### src/rtl/mips_fetch_unit.sv
// Instruction fetch stage: owns the PC, issues credit-limited reads to a 1-cycle
// instruction memory and hands buffered words downstream over valid/ready.
module mips_fetch_unit #(
    parameter int          FIFO_DEPTH = 4,
    parameter logic [31:0] HALT_WORD  = 32'hFFFF_FFFF,
    parameter int          CNT_WIDTH  = 16
) (
    input  logic                 clk,
    input  logic                 rst_n,
    input  logic                 start,
    input  logic [31:0]          start_pc,
    output logic                 imem_req,
    output logic [31:0]          imem_addr,
    input  logic [31:0]          imem_rdata,
    output logic [31:0]          instr_out,
    output logic [31:0]          instr_pc,
    output logic                 instr_valid,
    input  logic                 instr_ready,
    output logic                 busy,
    output logic [CNT_WIDTH-1:0] fetch_count
);

    localparam int PTR_W = (FIFO_DEPTH > 1) ? $clog2(FIFO_DEPTH) : 1;
    localparam int OCC_W = PTR_W + 1;
    localparam logic [OCC_W-1:0] DEPTH_OCC = OCC_W'(FIFO_DEPTH);

    typedef enum logic [1:0] {
        IDLE  = 2'd0,
        FETCH = 2'd1,
        DRAIN = 2'd2
    } state_t;

    state_t state, state_next;

    logic [31:0]      pc;
    logic             inflight;
    logic [31:0]      inflight_addr;

    logic [31:0]      fifo_data [FIFO_DEPTH];
    logic [31:0]      fifo_pc   [FIFO_DEPTH];
    logic [PTR_W-1:0] wr_ptr;
    logic [PTR_W-1:0] rd_ptr;
    logic [OCC_W-1:0] fifo_count;

    logic             fifo_empty;
    logic [OCC_W-1:0] occupancy;
    logic             issue;
    logic             resp_in_fetch;
    logic             resp_halt;
    logic             push;
    logic             pop;
    logic             run_start;

    // NOTE: every signal driven from always_comb gets a default first, so no
    // path through the block leaves it unassigned and no latch is inferred.
    always_comb begin
        fifo_empty    = (fifo_count == '0);
        occupancy     = fifo_count + OCC_W'(inflight);
        run_start     = (state == IDLE) && start;
        // Credit counts the in-flight word so a response always has a free slot.
        issue         = (state == FETCH) && (occupancy < DEPTH_OCC);
        resp_in_fetch = inflight && (state == FETCH);
        resp_halt     = resp_in_fetch && (imem_rdata == HALT_WORD);
        push          = resp_in_fetch && !resp_halt;
        pop           = !fifo_empty && instr_ready;
    end

    always_comb begin
        state_next = state;
        unique case (state)
            IDLE:    if (start)                     state_next = FETCH;
            FETCH:   if (resp_halt)                 state_next = DRAIN;
            DRAIN:   if (fifo_empty && !inflight)   state_next = IDLE;
            default:                                state_next = IDLE;
        endcase
    end

    // NOTE: sequential state uses non-blocking assignments so every register
    // samples the pre-edge values regardless of statement order.
    always_ff @(posedge clk) begin
        if (!rst_n) begin
            state         <= IDLE;
            pc            <= '0;
            inflight      <= 1'b0;
            inflight_addr <= '0;
            wr_ptr        <= '0;
            rd_ptr        <= '0;
            fifo_count    <= '0;
            fetch_count   <= '0;
        end else begin
            state    <= state_next;
            // Response latency is exactly one cycle, so the flag simply follows issue.
            inflight <= issue;

            if (run_start) begin
                pc <= start_pc & 32'hFFFF_FFFC;
            end else if (issue) begin
                pc <= pc + 32'd4;
            end

            if (issue) begin
                inflight_addr <= pc;
            end

            if (push) begin
                wr_ptr <= wr_ptr + PTR_W'(1);
            end
            if (pop) begin
                rd_ptr <= rd_ptr + PTR_W'(1);
            end

            unique case ({push, pop})
                2'b10:   fifo_count <= fifo_count + OCC_W'(1);
                2'b01:   fifo_count <= fifo_count - OCC_W'(1);
                default: fifo_count <= fifo_count;
            endcase

            if (run_start) begin
                fetch_count <= '0;
            end else if (pop && (fetch_count != '1)) begin
                fetch_count <= fetch_count + CNT_WIDTH'(1);
            end
        end
    end

    // NOTE: the storage array carries no reset; validity is tracked entirely by
    // the pointers and count, and stale entries are masked on the outputs.
    always_ff @(posedge clk) begin
        if (push) begin
            fifo_data[wr_ptr] <= imem_rdata;
            fifo_pc[wr_ptr]   <= inflight_addr;
        end
    end

    assign imem_req    = issue;
    assign imem_addr   = pc;
    assign instr_valid = !fifo_empty;
    assign instr_out   = fifo_empty ? '0 : fifo_data[rd_ptr];
    assign instr_pc    = fifo_empty ? '0 : fifo_pc[rd_ptr];
    assign busy        = (state != IDLE);

endmodule

### config.mk
export PLATFORM = sky130hd
export DESIGN_NAME = mips_fetch_unit
export DESIGN_NICKNAME = d
export VERILOG_FILES = /design/src/rtl/mips_fetch_unit.sv
export SDC_FILE = /design/constraint.sdc
export NUM_CORES = 1
export LEC_CHECK = 0
export CAP_MARGIN = 0
export CELL_PAD_IN_SITES_DETAIL_PLACEMENT = 0
export CELL_PAD_IN_SITES_GLOBAL_PLACEMENT = 2
export CORE_ASPECT_RATIO = 0.75
export CORE_MARGIN = 2
export CORE_UTILIZATION = 35
export DETAILED_ROUTE_END_ITERATION = 12
export PLACE_DENSITY_LB_ADDON = 0.1
export SYNTH_ARGS = -nofsm -noshare
export SYNTH_HDL_FRONTEND = slang
export SYNTH_SLANG_ARGS = --single-unit
export TNS_END_PERCENT = 50
### constraint.sdc
create_clock -name clk -period 8.3 [get_ports clk]
set_input_delay 1.66 -clock clk [delete_from_list [all_inputs] [get_ports clk]]
set_output_delay 1.66 -clock clk [all_outputs]
set_load 0.01 [all_outputs]
==> reports/results.ini, run 1 <==
[timing]
fin_crit_ns = 4.97
fin_setup_tns_ns = 0
finalClockSkew_ns = 0.0236
worst_slack_ns = 3.33
relSlewSlack = 0.305
tightest_slew_ns = 1.03
hold_violations = 0
rsz0062_at_grt = false
fmax_mhz = 201
slew_violations = 0
fin_crit_sh = 0.599
finalSetupViolations = 0
hold_slack_ns = 0.498

[synth]
yosys.area.top_type = edfxtp_1
synth_edf_count = 248
async_reset_ff_frac = 0
synth.avg_cell_area_um2 = 14.8
ys_ff_latch = 336
synth_area_leaders = edfxtp_1 55%, dfxtp_1 13%, mux4_2 10%
yosysTopAreaCellShare = 0.548
syn_inst = 921
synth_ff_type = edfxtp_1
synth_warnings = 0
synth_cell_types = 60
seq_area_frac_synth = 0.677
synth_area_mm2 = 0.0136

[route]
ant_nets = 0
maxUsedRoutingLayer = met4
vias_per_cell = 4.99
route.detailed.wl_per_inst_um = 20.5
wl_um = 33500
vias = 8147
wirelength_met1_um = 16100
wl_met2_um = 14900
wl_met3_um = 1870
drtPass1Iterations = 5
drtIter0Drc = 499
drcViolationCount = 0

[critical_path]
max_stage_delay_ns = 0.73
critPathSlowestCell = buf_4
cp.required_ns = 6.64
start_kind = flop
cp.arrival_ns = 3.31
critPathMaxFanout = 37
cp_cell_sequence = buf_4 -> mux4_2 -> and2_1 -> clkdlybuf4s50_1
critPathCaptureType = primary output
critical_path_class = flop to primary output

[global_route]
grt.total_usage = 0.168
grt_pass1_vias = 8419
antenna_found_initial = 1
overflow = 0
grt_pass1_wl_um = 52000
grt_max_degree = 64

[finish]
drive_gt1_frac = 0.140
layout.nets = 1170
multiInputGateArea_mm2 = 0.00414
post-route-util = 0.444
regArea_mm2 = 0.00922
area_growth_pct = 25.2
fillers = 3519

[min_path]
min_path_type = flop to flop

[die]
rows = 62
die_h_um = 175
dieWidth_um = 232
ioPinCount = 183
die_area_mm2 = 0.0405
initial_core_util = 0.355
coreArea_mm2 = 0.0383

[power_and_ir_drop]
switching_share = 0.234
peakVddDrop_mv = 0.111
p_sw_w = 0.000891
pwr-share-seq = 0.493
p_leak_nw = 5.32
p_clk_frac = 0.407
power_density_mw_per_mm2 = 224
internal_power_w = 0.00292
p_comb_frac = 0.100

[clock_tree]
postCtsSetupBuffers = 0
clk_pin_slew_worst_paths_ns = 0.06
cts.repair.resized = 0
h-tree-depth = 2
ctsHoldBuffers = 0
clock_path_buffers = 3
root_buffer = clkbuf_16
clkLatencyLatePin_ns = 0.53
cts_inserted_buffers = 36
clock_sinks = 336
cts_tree = built

[placement]
gp_congestion = 0.726
hpwl_um = 20500
pre_cts_ws_ns = 3.31
io_buffers = 176

[flow_run]
max-cap-violations = 0

[run_status]
status = complete, no violations

## cells by family (layout without fill, tap and decap cells)
group / Yosys count / in the layout / synth area share
AOI/OAI and AO/OA: 110 / 110 / 0.0476
xor gates and xnor gates: 33 / 33 / 0.0212
adders and majority gates: 8 / 8 / 0.00791
buffers and inverters: 68 / 264 / 0.0212
DFF: 336 / 336 / 0.677
muxes: 65 / 65 / 0.105
other: 1 / 5 / 0.000276
and+or+nand+nor: 300 / 300 / 0.120
## cells in the final DEF (no fill, tap or decap), types with 7 or more instances in the layout
| cell type | synthesis | layout |
|---|---|---|
| edfxtp_1 | 248 | 248 |
| clkdlybuf4s50_1 | 0 | 176 |
| nand2_1 | 91 | 91 |
| dfxtp_1 | 88 | 86 |
| and2_1 | 68 | 64 |
| mux4_2 | 62 | 62 |
| a21oi_1 | 56 | 56 |
| clkbuf_16 | 0 | 36 |
| nor2_1 | 33 | 33 |
| xnor2_1 | 29 | 29 |
| o21ai_0 | 24 | 24 |
| nand3_1 | 23 | 23 |
| nand4_1 | 20 | 20 |
| nor4_1 | 13 | 13 |
| buf_4 | 4 | 13 |
| nor3_1 | 12 | 12 |
| inv_1 | 11 | 11 |
| clkinv_2 | 0 | 8 |
| clkinv_1 | 0 | 8 |
| nor4_2 | 7 | 7 |
| or3_1 | 8 | 7 |
| ha_1 | 7 | 7 |
## through the flow
stage               instance area [um^2]  total power [W]  instances
detailed placement                 15900          0.00231       1568
global route                       17000          0.00396       1633
floorplan                          13600          0.00209        924
global placement                   15900          0.00230       1568
finish                             17000          0.00381       1633
CTS                                17000          0.00387       1632
## worst max-delay path: cells and delay by family (launching register included)
family	cells	cell delay [ns]
buffers and inverters	2	1.29
flip-flops	1	0.69
multiplexers	1	0.58
AND/OR/NAND/NOR	1	0.16
## cells in the mapped netlist (3+ instances only)
cell,number
edfxtp_1,248
ha_1,7
xnor2_1,29
nand3_1,23
o21ai_0,24
nor2_1,33
dfxtp_1,88
clkbuf_1,33
xor2_1,4
or4_4,3
a211oi_1,3
buf_2,14
nand2_1,91
and4_1,4
nor3_1,12
a311oi_1,4
buf_1,5
nor4_1,13
a21oi_1,56
or3_1,8
inv_1,11
a31oi_1,4
and2_1,68
mux4_2,62
and3_1,4
nand4_1,20
nor4_2,7
buf_4,4
## sequential cells by signal, indices dropped and copies added (netlist names), named ones only
register       flops
inflight_addr     30
rd_ptr             2
fetch_count       16
fifo_pc          120
inflight           1
imem_addr         30
fifo_count         3
state              2
fifo_data        128
wr_ptr             2
## metal layers
| layer | vias up | GRT usage |
|---|---|---|
| met5 | - | 0 |
| met4 | 0 | 0.0459 |
| met3 | 39 | 0.0364 |
| met2 | 201 | 0.253 |
| met1 | 4066 | 0.245 |
| li1 | 3841 | - |
## area by class of cell
| class | instances | area share |
|---|---|---|
| Tap cell | 512 | 0.0376 |
| Multi-Input combinational cell | 520 | 0.243 |
| Clock inverter | 24 | 0.0125 |
| Sequential cell | 336 | 0.541 |
| Inverter | 11 | 0.00242 |
| Timing Repair Buffer | 189 | 0.109 |
| Antenna cell | 1 | 0.000147 |
| Clock buffer | 40 | 0.0538 |
## power groups by stage
stage                     Clock (W)  Sequential, W  Combinational [W]
after floorplan                   0        0.00189           0.000205
after global routing        0.00166        0.00188           0.000417
after CTS                   0.00160        0.00188           0.000392
after global placement            0        0.00192           0.000389
final                       0.00155        0.00188           0.000381
after detailed placement          0        0.00192           0.000391
## worst paths after layout
check,startpoint,cells after the start,endpoint,slack [ns]
max,flop,4,instr_pc[22],3.33
min,inflight_addr[22],2,inflight_addr[22],0.50
max reg2reg,state[0],5,fifo_pc[3][6],5.49
min reg2reg,inflight_addr[22],2,inflight_addr[22],0.50
Power figures use the tool's default switching activity.
==> run 2: changes to the inputs <==
==> constraint.sdc (replaced) <==
create_clock -name clk -period 4.2 [get_ports clk]
set_input_delay 0.84 -clock clk [delete_from_list [all_inputs] [get_ports clk]]
set_output_delay 0.84 -clock clk [all_outputs]
set_load 0.01 [all_outputs]
==> run 2 against run 1 <==
Against the previous run: clock skew shrank 0.0075 ns; register-to-register slack got worse by 3.7 ns; sequential power is 97% higher; critical endpoint is now instr_pc[30]; critical path type unchanged; worst hold slack is essentially flat; via count rose by 0.98%; non-clock buffer count increased by 9; global-route usage hardly changed; largest power group unchanged; routed wire length fell by 0.10%; sequential cell count stayed put; utilization grew 0.60 points; critical path depth did not move; sequential share of layout area down 0.72 points.
==> reports/results.ini, run 2 (synthesis gave the netlist of run 1 again) <==
[timing]
finalSetupViolations = 0  ; unchanged
slew_violations = 0  ; unchanged
fin_crit_ns = 3.61
hold_violations = 0  ; unchanged
rsz0062_at_grt = false  ; unchanged
fmax_mhz = 277
tightest_slew_ns = 0.816  ; was 1.03 ns
fin_setup_tns_ns = 0  ; unchanged
relSlewSlack = 0.451  ; was 0.305
finalClockSkew_ns = 0.0161  ; was 0.0236 ns
fin_crit_sh = 0.860

[route]
drtPass1Iterations = 4  ; was 5
vias_per_cell = 5.00  ; was 4.99
vias = 8227  ; was 8,147
route.detailed.wl_per_inst_um = 20.3  ; was 20.5 um
drtIter0Drc = 521  ; was 499
drcViolationCount = 0  ; unchanged
ant_nets = 0  ; unchanged
wl_um = 33500  ; about the same

[placement]
hpwl_um = 21100  ; was 20,500 um
gp_congestion = 0.745  ; was 0.726
io_buffers = 176  ; unchanged

[power_and_ir_drop]
fin_total_pwr_w = 0.00760  ; was 0.00381 W
power_density_mw_per_mm2 = 440  ; was 224 mW/mm^2
switching_share = 0.233  ; was 0.234
p_clk_frac = 0.410  ; was 0.407
p_sw_w = 0.00177  ; was 0.000891 W
p_comb_frac = 0.101  ; was 0.100
pwr-share-seq = 0.488  ; was 0.493
peakVddDrop_mv = 0.228  ; was 0.111 mV
p_leak_nw = 5.41  ; was 5.32 nW
internal_power_w = 0.00583  ; was 0.00292 W

[clock_tree]
ctsHoldBuffers = 0  ; unchanged
clock_sinks = 336  ; unchanged
cts.repair.resized = 0  ; unchanged
cts_inserted_buffers = 37  ; was 36
h-tree-depth = 2  ; unchanged
root_buffer = clkbuf_16  ; unchanged
clk_pin_slew_worst_paths_ns = 0.06  ; about the same
postCtsSetupBuffers = 0  ; unchanged
cts_tree = built  ; unchanged
clock_path_buffers = 3  ; unchanged
clkLatencyLatePin_ns = 0.54  ; was 0.53 ns

[global_route]
grt.total_usage = 0.167  ; was 0.168
grt_pass1_wl_um = 51700  ; was 52,000 um
grt_pass1_vias = 8385  ; was 8,419
overflow = 0  ; unchanged
antenna_found_initial = 0  ; was 1
grt_max_degree = 63  ; was 64

[finish]
largest-register = fifo_data  ; unchanged
layout.nets = 1180  ; was 1,170
largest_register_ffs = 128  ; unchanged
top_regs = fifo_data: 128 flops, fifo_pc: 120 flops  ; unchanged
drive_gt1_frac = 0.147  ; was 0.140
mostFrequentLayoutCells = 248 x edfxtp_1, 176 x clkdlybuf4s50_1, 91 x nand2_1  ; unchanged
post-route-util = 0.450  ; was 0.444
multiInputGateArea_mm2 = 0.00414  ; unchanged
area_growth_pct = 26.9  ; was 25.2%
diodes = 0  ; was 1
final_common_cell = edfxtp_1  ; unchanged
regArea_mm2 = 0.00922  ; unchanged
fillers = 3500  ; was 3,519

[die]
die_area_mm2 = 0.0405  ; unchanged
dieWidth_um = 232  ; unchanged
initial_core_util = 0.355  ; unchanged
die_h_um = 175  ; unchanged
ioPinCount = 183  ; unchanged
rows = 62  ; unchanged
coreArea_mm2 = 0.0383  ; unchanged

[flow_run]
max-cap-violations = 0  ; unchanged

[critical_path]
cp.arrival_ns = 2.77  ; was 3.31 ns
max_stage_delay_ns = 0.68  ; was 0.73 ns
start_kind = flop  ; unchanged
critPathSlowestCell = dfxtp_4  ; was buf_4
critPathCaptureType = primary output  ; unchanged
critical_path_class = flop to primary output  ; unchanged
critPathMaxFanout = 20  ; was 37
cp.required_ns = 3.36  ; was 6.64 ns
cp_cell_sequence = buf_4 -> mux4_2 -> and2_1 -> clkdlybuf4s50_1  ; unchanged

[run_status]
status = complete, no violations  ; unchanged

[min_path]
min_path_type = flop to flop  ; unchanged

-- run 2: cell count changes in the layout (fill, tap and decap cells not counted), moves of 2 or more --
cell	delta
clkbuf_16	+2
bufinv_16	-2
clkbuf_8	+4
buf_12	+10
clkinv_1	-2
clkbuf_1	+5
-- run 2: through the flow --
stage / cells / hold WS (ns) / cell area [um^2] / setup WS, ns
finish: 1645 / 0.497 / 17300 / 0.589
global placement: 1577 / 0.483 / 16100 / 0.481
global route: 1645 / 0.512 / 17300 / 0.393
CTS: 1645 / 0.502 / 17300 / 0.483
floorplan: 924 / 0.460 / 13600 / 0.890
detailed placement: 1577 / 0.495 / 16100 / 0.510
-- run 2: worst paths after layout --
kind / to / from / slack, ns / cells after the start
max reg2reg: imem_addr[27] / imem_addr[7] / 1.77 / 5
max: instr_pc[30] / flop / 0.59 / 4
min: inflight_addr[24] / inflight_addr[24] / 0.50 / 2
min reg2reg: inflight_addr[24] / inflight_addr[24] / 0.50 / 2
-- run 2: cell type report --
cell class / instances / share of cell area
sequential: 336 / 0.534
multi-input combinational: 520 / 0.240
clock buffer: 51 / 0.0602
clock inverter: 17 / 0.00747
inverter: 11 / 0.00239
timing repair buffer: 198 / 0.119
tap: 512 / 0.0371
-- run 2: power by group through the flow --
stage | registers, W | clock network (W) | logic (W)
finish | 0.00371 | 0.00312 | 0.000771
floorplan | 0.00373 | 0 | 0.000404
detailed placement | 0.00378 | 0 | 0.000791
CTS | 0.00371 | 0.00322 | 0.000793
global placement | 0.00378 | 0 | 0.000791
global route | 0.00372 | 0.00335 | 0.000844
-- run 2: critical path, delay by kind of cell (launching register included) --
kind          cells  cell delay (ns)
buf+inv           2             0.85
flops             1             0.68
mux               1             0.52
simple gates      1             0.17
-- run 2: layer usage --
metal | routed length [um] | up-vias | share of wire | global-route usage
met3 | 1790 | 41 | 0.054 | 0.0362
met1 | 16400 | 4107 | 0.49 | 0.250
met2 | 14700 | 214 | 0.44 | 0.249
met5 | 0 | - | 0 | 0
met4 | 518 | 0 | 0.015 | 0.0406
li1 | - | 3865 | - | -
